===== src/rtl/cpu_types_pkg.sv =====
// Shared CPU types: ALU opcodes, word/register types,
// operand-source and forwarding-select encodings.
package cpu_types_pkg;

   localparam int WORD_W = 32;
   localparam int REG_W  = 5;

   typedef logic [WORD_W-1:0] word_t;
   typedef logic [REG_W-1:0]  regbits_t;

   typedef enum logic [3:0] {
      ALU_SLL  = 4'd0,
      ALU_SRL  = 4'd1,
      ALU_SRA  = 4'd2,
      ALU_ADD  = 4'd3,
      ALU_SUB  = 4'd4,
      ALU_AND  = 4'd5,
      ALU_OR   = 4'd6,
      ALU_XOR  = 4'd7,
      ALU_NOR  = 4'd8,
      ALU_SLT  = 4'd9,
      ALU_SLTU = 4'd10
   } aluop_t;

   typedef enum logic [1:0] {
      SRC_REG   = 2'd0,
      SRC_IMM   = 2'd1,
      SRC_SHIFT = 2'd2
   } alusrc_t;

   typedef enum logic [1:0] {
      FWD_NONE  = 2'd0,
      FWD_EXMEM = 2'd1,
      FWD_MEMWB = 2'd2
   } fwdsel_t;

   typedef struct packed {
      logic     valid;
      aluop_t   alu_op;
      alusrc_t  alusrc;
      word_t    rdat1;
      word_t    rdat2;
      word_t    imm;
      logic [4:0] shamt;
      regbits_t rs;
      regbits_t rt;
      regbits_t wsel;
      logic     regwr;
   } ex_lat_t;

   function automatic ex_lat_t bubble();
      ex_lat_t b;
      b        = '0;
      b.alu_op = ALU_SLL;
      b.alusrc = SRC_REG;
      return b;
   endfunction

endpackage


===== src/rtl/ex_operand_latch_fwd_select.sv =====
// Per-source RAW bypass: picks EX/MEM, then MEM/WB,
// then the latched register-file word.
module fwd_select
   import cpu_types_pkg::*;
#(
   parameter bit FWD_EN = 1'b1
) (
   input  regbits_t src_i,
   input  word_t    rdat_i,
   input  logic     exmem_regwr_i,
   input  regbits_t exmem_wsel_i,
   input  word_t    exmem_wdat_i,
   input  logic     memwb_regwr_i,
   input  regbits_t memwb_wsel_i,
   input  word_t    memwb_wdat_i,
   output word_t    fwd_o,
   output fwdsel_t  sel_o
);

   logic src_nz;
   logic hit_exmem;
   logic hit_memwb;

   assign src_nz    = (src_i != '0);
   assign hit_exmem = exmem_regwr_i &&
                      (exmem_wsel_i == src_i) && src_nz;
   assign hit_memwb = memwb_regwr_i &&
                      (memwb_wsel_i == src_i) && src_nz;

   always_comb begin
      sel_o = FWD_NONE;
      fwd_o = rdat_i;
      if (FWD_EN) begin
         if (hit_exmem) begin
            sel_o = FWD_EXMEM;
            fwd_o = exmem_wdat_i;
         end else if (hit_memwb) begin
            sel_o = FWD_MEMWB;
            fwd_o = memwb_wdat_i;
         end
      end
   end

endmodule


===== src/rtl/ex_operand_latch.sv =====
// ID/EX pipeline register with stall/flush, operand
// forwarding and the ALU operand mux.
module ex_operand_latch
   import cpu_types_pkg::*;
#(
   parameter bit FWD_EN = 1'b1
) (
   input  logic       CLK,
   input  logic       nRST,
   input  logic       enable,
   input  logic       flush,
   input  logic       id_valid,
   input  aluop_t     id_alu_op,
   input  alusrc_t    id_alusrc,
   input  word_t      id_rdat1,
   input  word_t      id_rdat2,
   input  word_t      id_imm,
   input  logic [4:0] id_shamt,
   input  regbits_t   id_rs,
   input  regbits_t   id_rt,
   input  regbits_t   id_wsel,
   input  logic       id_regwr,
   input  logic       exmem_regwr,
   input  regbits_t   exmem_wsel,
   input  word_t      exmem_wdat,
   input  logic       memwb_regwr,
   input  regbits_t   memwb_wsel,
   input  word_t      memwb_wdat,
   output logic       ex_valid,
   output logic       ex_regwr,
   output regbits_t   ex_wsel,
   output aluop_t     alu_op,
   output word_t      port_a,
   output word_t      port_b,
   output word_t      ex_store_data,
   output fwdsel_t    fwd_a_sel,
   output fwdsel_t    fwd_b_sel
);

   ex_lat_t lat_q;
   ex_lat_t lat_d;
   word_t   fwd_rs;
   word_t   fwd_rt;

   always_comb begin
      lat_d = lat_q;
      if (flush) begin
         lat_d = bubble();
      end else if (enable) begin
         lat_d.valid  = id_valid;
         lat_d.alu_op = id_alu_op;
         lat_d.alusrc = id_alusrc;
         lat_d.rdat1  = id_rdat1;
         lat_d.rdat2  = id_rdat2;
         lat_d.imm    = id_imm;
         lat_d.shamt  = id_shamt;
         lat_d.rs     = id_rs;
         lat_d.rt     = id_rt;
         lat_d.wsel   = id_wsel;
         lat_d.regwr  = id_regwr & id_valid;
      end
   end

   always_ff @(posedge CLK or negedge nRST) begin
      if (!nRST) lat_q <= bubble();
      else       lat_q <= lat_d;
   end

   fwd_select #(.FWD_EN(FWD_EN)) u_fwd_rs (
      .src_i         (lat_q.rs),
      .rdat_i        (lat_q.rdat1),
      .exmem_regwr_i (exmem_regwr),
      .exmem_wsel_i  (exmem_wsel),
      .exmem_wdat_i  (exmem_wdat),
      .memwb_regwr_i (memwb_regwr),
      .memwb_wsel_i  (memwb_wsel),
      .memwb_wdat_i  (memwb_wdat),
      .fwd_o         (fwd_rs),
      .sel_o         (fwd_a_sel)
   );

   fwd_select #(.FWD_EN(FWD_EN)) u_fwd_rt (
      .src_i         (lat_q.rt),
      .rdat_i        (lat_q.rdat2),
      .exmem_regwr_i (exmem_regwr),
      .exmem_wsel_i  (exmem_wsel),
      .exmem_wdat_i  (exmem_wdat),
      .memwb_regwr_i (memwb_regwr),
      .memwb_wsel_i  (memwb_wsel),
      .memwb_wdat_i  (memwb_wdat),
      .fwd_o         (fwd_rt),
      .sel_o         (fwd_b_sel)
   );

   // Reserved encoding 2'b11 falls into the register path.
   always_comb begin
      port_a = fwd_rs;
      port_b = fwd_rt;
      case (lat_q.alusrc)
         SRC_IMM: port_b = lat_q.imm;
         SRC_SHIFT: begin
            port_a = {27'b0, lat_q.shamt};
            port_b = fwd_rt;
         end
         default: ;
      endcase
   end

   assign ex_store_data = fwd_rt;
   assign ex_valid      = lat_q.valid;
   assign ex_regwr      = lat_q.regwr;
   assign ex_wsel       = lat_q.wsel;
   assign alu_op        = lat_q.alu_op;

endmodule


===== config.mk =====
export PLATFORM = sky130hd
export DESIGN_NAME = ex_operand_latch
export DESIGN_NICKNAME = d
export VERILOG_FILES = /design/src/rtl/cpu_types_pkg.sv /design/src/rtl/ex_operand_latch_fwd_select.sv /design/src/rtl/ex_operand_latch.sv
export SDC_FILE = /design/constraint.sdc
export NUM_CORES = 1
export LEC_CHECK = 0
export ABC_AREA = 1
export BUFFER_PORTS_ARGS = -buffer_cell sky130_fd_sc_hd__buf_4
export CAP_MARGIN = 20
export CORE_UTILIZATION = 45
export CTS_CLUSTER_SIZE = 40
export DETAILED_ROUTE_END_ITERATION = 10
export GPL_TIMING_DRIVEN = 0
export PLACE_DENSITY = 0.81
export SYNTH_ARGS = -nofsm -noshare
export SYNTH_HDL_FRONTEND = slang
export SYNTH_SLANG_ARGS = --single-unit

===== constraint.sdc =====
create_clock -name CLK -period 2.3 [get_ports CLK]
set_clock_uncertainty 0.05 [all_clocks]
set_input_delay 0.115 -clock CLK [delete_from_list [all_inputs] [get_ports CLK]]
set_output_delay 0.115 -clock CLK [all_outputs]
set_load 0.01 [all_outputs]

==> results.py <==
metrics = {
    "setup_path": {
        "path_max_fanout": 7,
        "end_kind": "output pin",
        "critPathMaxStageDelay_ns": 0.42,
        "path_buf_inv": 5,
        "crit_type": "reg -> out",
        "reg2reg_to": "lat_q[6]$_DFFE_PN0P_",
        "critPathLaunch": "lat_q[9]$_DFFE_PN0P_",
        "path_cells": "inv_2, nand2_1, nand2_1, inv_1, nand2_2, nor2_4, buf_12, nand2_8, buf_8, nand2_1, nand3_2, nand3_2, nand2_1, buf_4",
        "critPathMostFrequentCell": "nand2_1",
        "startpoint_type": "flip-flop",
        "cp_top_family": "simple AND/OR/NAND/NOR gates",
        "reg2reg_depth": 3,
        "r2r_start": "lat_q[6]$_DFFE_PN0P_",
        "critPathArrivalTime_ns": 2.19,
        "reg2reg_slack_ns": 1.38,
        "crit_path_top_delay_cell": "dfrtp_1",
        "cp.required_ns": 2.13,
    },
    "drt": {
        "drt-initial-drc-count": 960,
        "drtPass1Iterations": 7,
        "num_vias": 10550,
        "ant_nets": 0,
        "wl_per_cell_um": 18.54,
        "drc": 0,
        "wirelength_um": 35510,
        "drt-vias-per-instance": 5.510,
    },
    "timing": {
        "hold_viol": 0,
        "slew_headroom_pct": 41.90,
        "worstMarginPinSlew_ns": 0.8683,
        "layout_min_cycle_time_ns": 2.354,
        "setup_viol_count_final": 36,
        "fmax_mhz": 424.7,
        "fin_crit_sh_pct": 102.4,
        "maxSlewViolCount": 0,
        "rsz0062_at_grt": "true",
        "final.setup.worst_slack_ns": -0.05448,
        "whs_ns": 0.01502,
        "setup_tns_ns": -0.7866,
    },
    "floorplanning": {
        "die_area_um2": 18090,
        "rows": 48,
        "die_y_um": 134.5,
        "initial_core_util_pct": 45.83,
        "core_region_area_um2": 17240,
        "ioPinCount": 315,
        "die_w_um": 134.5,
    },
    "yosys": {
        "yosysMostFrequentCell": "nand2_1",
        "synth_nets": 1404,
        "synth_compound_area_share_pct": 2.915,
        "async_reset_ff_share_pct": 100.0,
        "yosysSeqAreaShare_pct": 39.28,
        "ys_warn_count": 0,
        "yosysTopAreaCellShare_pct": 39.28,
        "synthAdderAreaFrac_pct": 0,
        "synthMuxAreaShare_pct": 0,
        "yosys.area_share.simple_pct": 45.78,
        "netlist_area_um2": 7899,
        "synthTopCellsByArea": "dfrtp_1, nand2_1, nand3_1",
        "synth_common_cells": "nand2_1, nand3_1, dfrtp_1, inv_1, and2_1",
        "ys.flop_type": "dfrtp_1",
        "netlist_instances": 1200,
        "ys_ff_latch": 124,
        "synth_top_family_by_area": "simple AND/OR/NAND/NOR gates",
        "synth-edff-count": 0,
        "synth_top_area_cell": "dfrtp_1",
        "synth_area_per_cell_um2": 6.582,
        "synthDistinctLibCells": 23,
        "yosys.area_share.xor_xnor_pct": 0,
    },
    "grt": {
        "antenna_found_initial": 0,
        "grt_pass1_wl_um": 51410,
        "grt_remaining_overflow": 0,
        "grt_usage_pct": 37.12,
        "grt_max_degree": 72,
        "grt_pass1_vias": 10020,
    },
    "finish": {
        "drive_gt1_share_pct": 33.61,
        "final_nets": 1884,
        "fin_area_um2": 13430,
        "syn_to_final_growth_pct": 70.06,
        "diodes": 0,
        "stdcell_count": 1915,
    },
    "placement": {
        "dp.cells": 1740,
        "place_area_um2": 10570,
        "dpl.hpwl_um": 23100,
        "gp_congestion": 0.9424,
        "place_ws_ns": 0.08556,
        "port_buffers": 314,
    },
    "clock_tree": {
        "cts_buffers": 17,
        "clkTransAtPathRegs_ns": 0.06,
        "cts_tree": "done",
        "cts_sinks": 124,
        "cts_max_level": 4,
        "root_buffer": "clkbuf_16",
        "clock_path_buffers": 2,
        "clk_latency_ns": 0.43,
    },
    "status": {
        "status": "finished with violations",
        "violations": "negative setup slack",
    },
    "power_and_ir_drop": {
        "p_sw_share_pct": 29.60,
        "irDropWorstVdd_uv": 554.3,
        "powerDensity_nw_per_um2": 518.4,
        "power_leakage_nw": 7.529,
        "p_clk_share_pct": 39.1,
        "p_int_mw": 4.902,
        "pwr-share-comb_pct": 26.6,
        "p_seq_share_pct": 34.3,
        "p_switching_mw": 2.061,
    },
    "worst_hold_path": {
        "holdPathStages": 4,
        "hold_path_end": "lat_q[117]$_DFFE_PN0P_",
        "hp-start": "enable",
        "hold_class": "in -> reg",
    },
    "run": {
        "drv_cap": 0,
    },
}
-- per-stage QoR --
step / power, mW / util (%)
after floorplan: 3.055 / -
after global placement: 3.830 / 61.14
after detailed placement: 3.855 / 61.32
after CTS: 6.751 / 73.46
after global routing: 7.177 / 77.93
final: 6.963 / 77.93
-- worst reg2reg max path, cell delays in order (launching register included) --
cell	delay, ns
dfrtp_1	0.40
inv_2	0.13
buf_4	0.13
o21ai_0	0.08
-- logic make-up after synthesis --
logic type             after synthesis
AO/OA/AOI/OAI                       45
buffers and inverters              208
flip-flops                         124
AND/OR/NAND/NOR                    823
-- worst max-delay path by stage --
stage	to	cells past startpoint
3_5_place_dp	port_b[24]	6
6_report	port_b[8]	14
3_3_place_gp	port_b[25]	7
2_1_floorplan	port_a[3]	9
5_1_grt	port_b[15]	14
4_1_cts	port_b[25]	13
-- state kept, by name (all words and copies together) (netlist names) --
| signal | cells |
|---|---|
| lat_q | 113 |
| ex_wsel | 5 |
| alu_op | 4 |
| ex_regwr | 1 |
| ex_valid | 1 |
-- area by class of cell --
cell class	count	area, µm²
multi-input combinational	868	4513
timing repair buffer	461	3899
fill	1206	3804
sequential	124	3103
buffer	88	611.8
inverter	120	455.4
clock buffer	20	446.7
tap	225	281.5
clock inverter	9	122.6
-- placed cells by master (no fill, tap or decap), drive strengths merged --
cell type and n:
a21oi 2, and2 32, buf 391, bufinv 3
clkbuf 53, clkinv 6, clkinvlp 1, dfrtp 124
dlygate4sd3 125, inv 119, nand2 486, nand3 284
nand4 3, nor2 17, nor3 1, o211ai 2
o21ai 41
-- timing repair --
action                                 CTS  global route
setup buffers                            6            10
setup endpoints to repair               79            95
hold buffers                           125             0
cloned                                   3             2
pin swaps                               16            32
resized for setup                       57           152
endpoints found under the hold margin  177             0
-- routing by layer --
metal  track usage (%)  routed length (µm)
met1             46.16               13330
met2             61.83               17020
met3             7.282                3188
met4             18.10                1970
met5                 0                   0
-- power groups by stage --
stage | registers (mW) | logic (mW) | clock network, mW
after global placement | 2.41 | 1.42 | 0
after floorplan | 2.39 | 0.661 | 0
after CTS | 2.38 | 1.67 | 2.70
after detailed placement | 2.41 | 1.44 | 0
after global routing | 2.40 | 1.98 | 2.80
final | 2.39 | 1.85 | 2.72
Note: power is estimated with default switching activity, not from simulation.
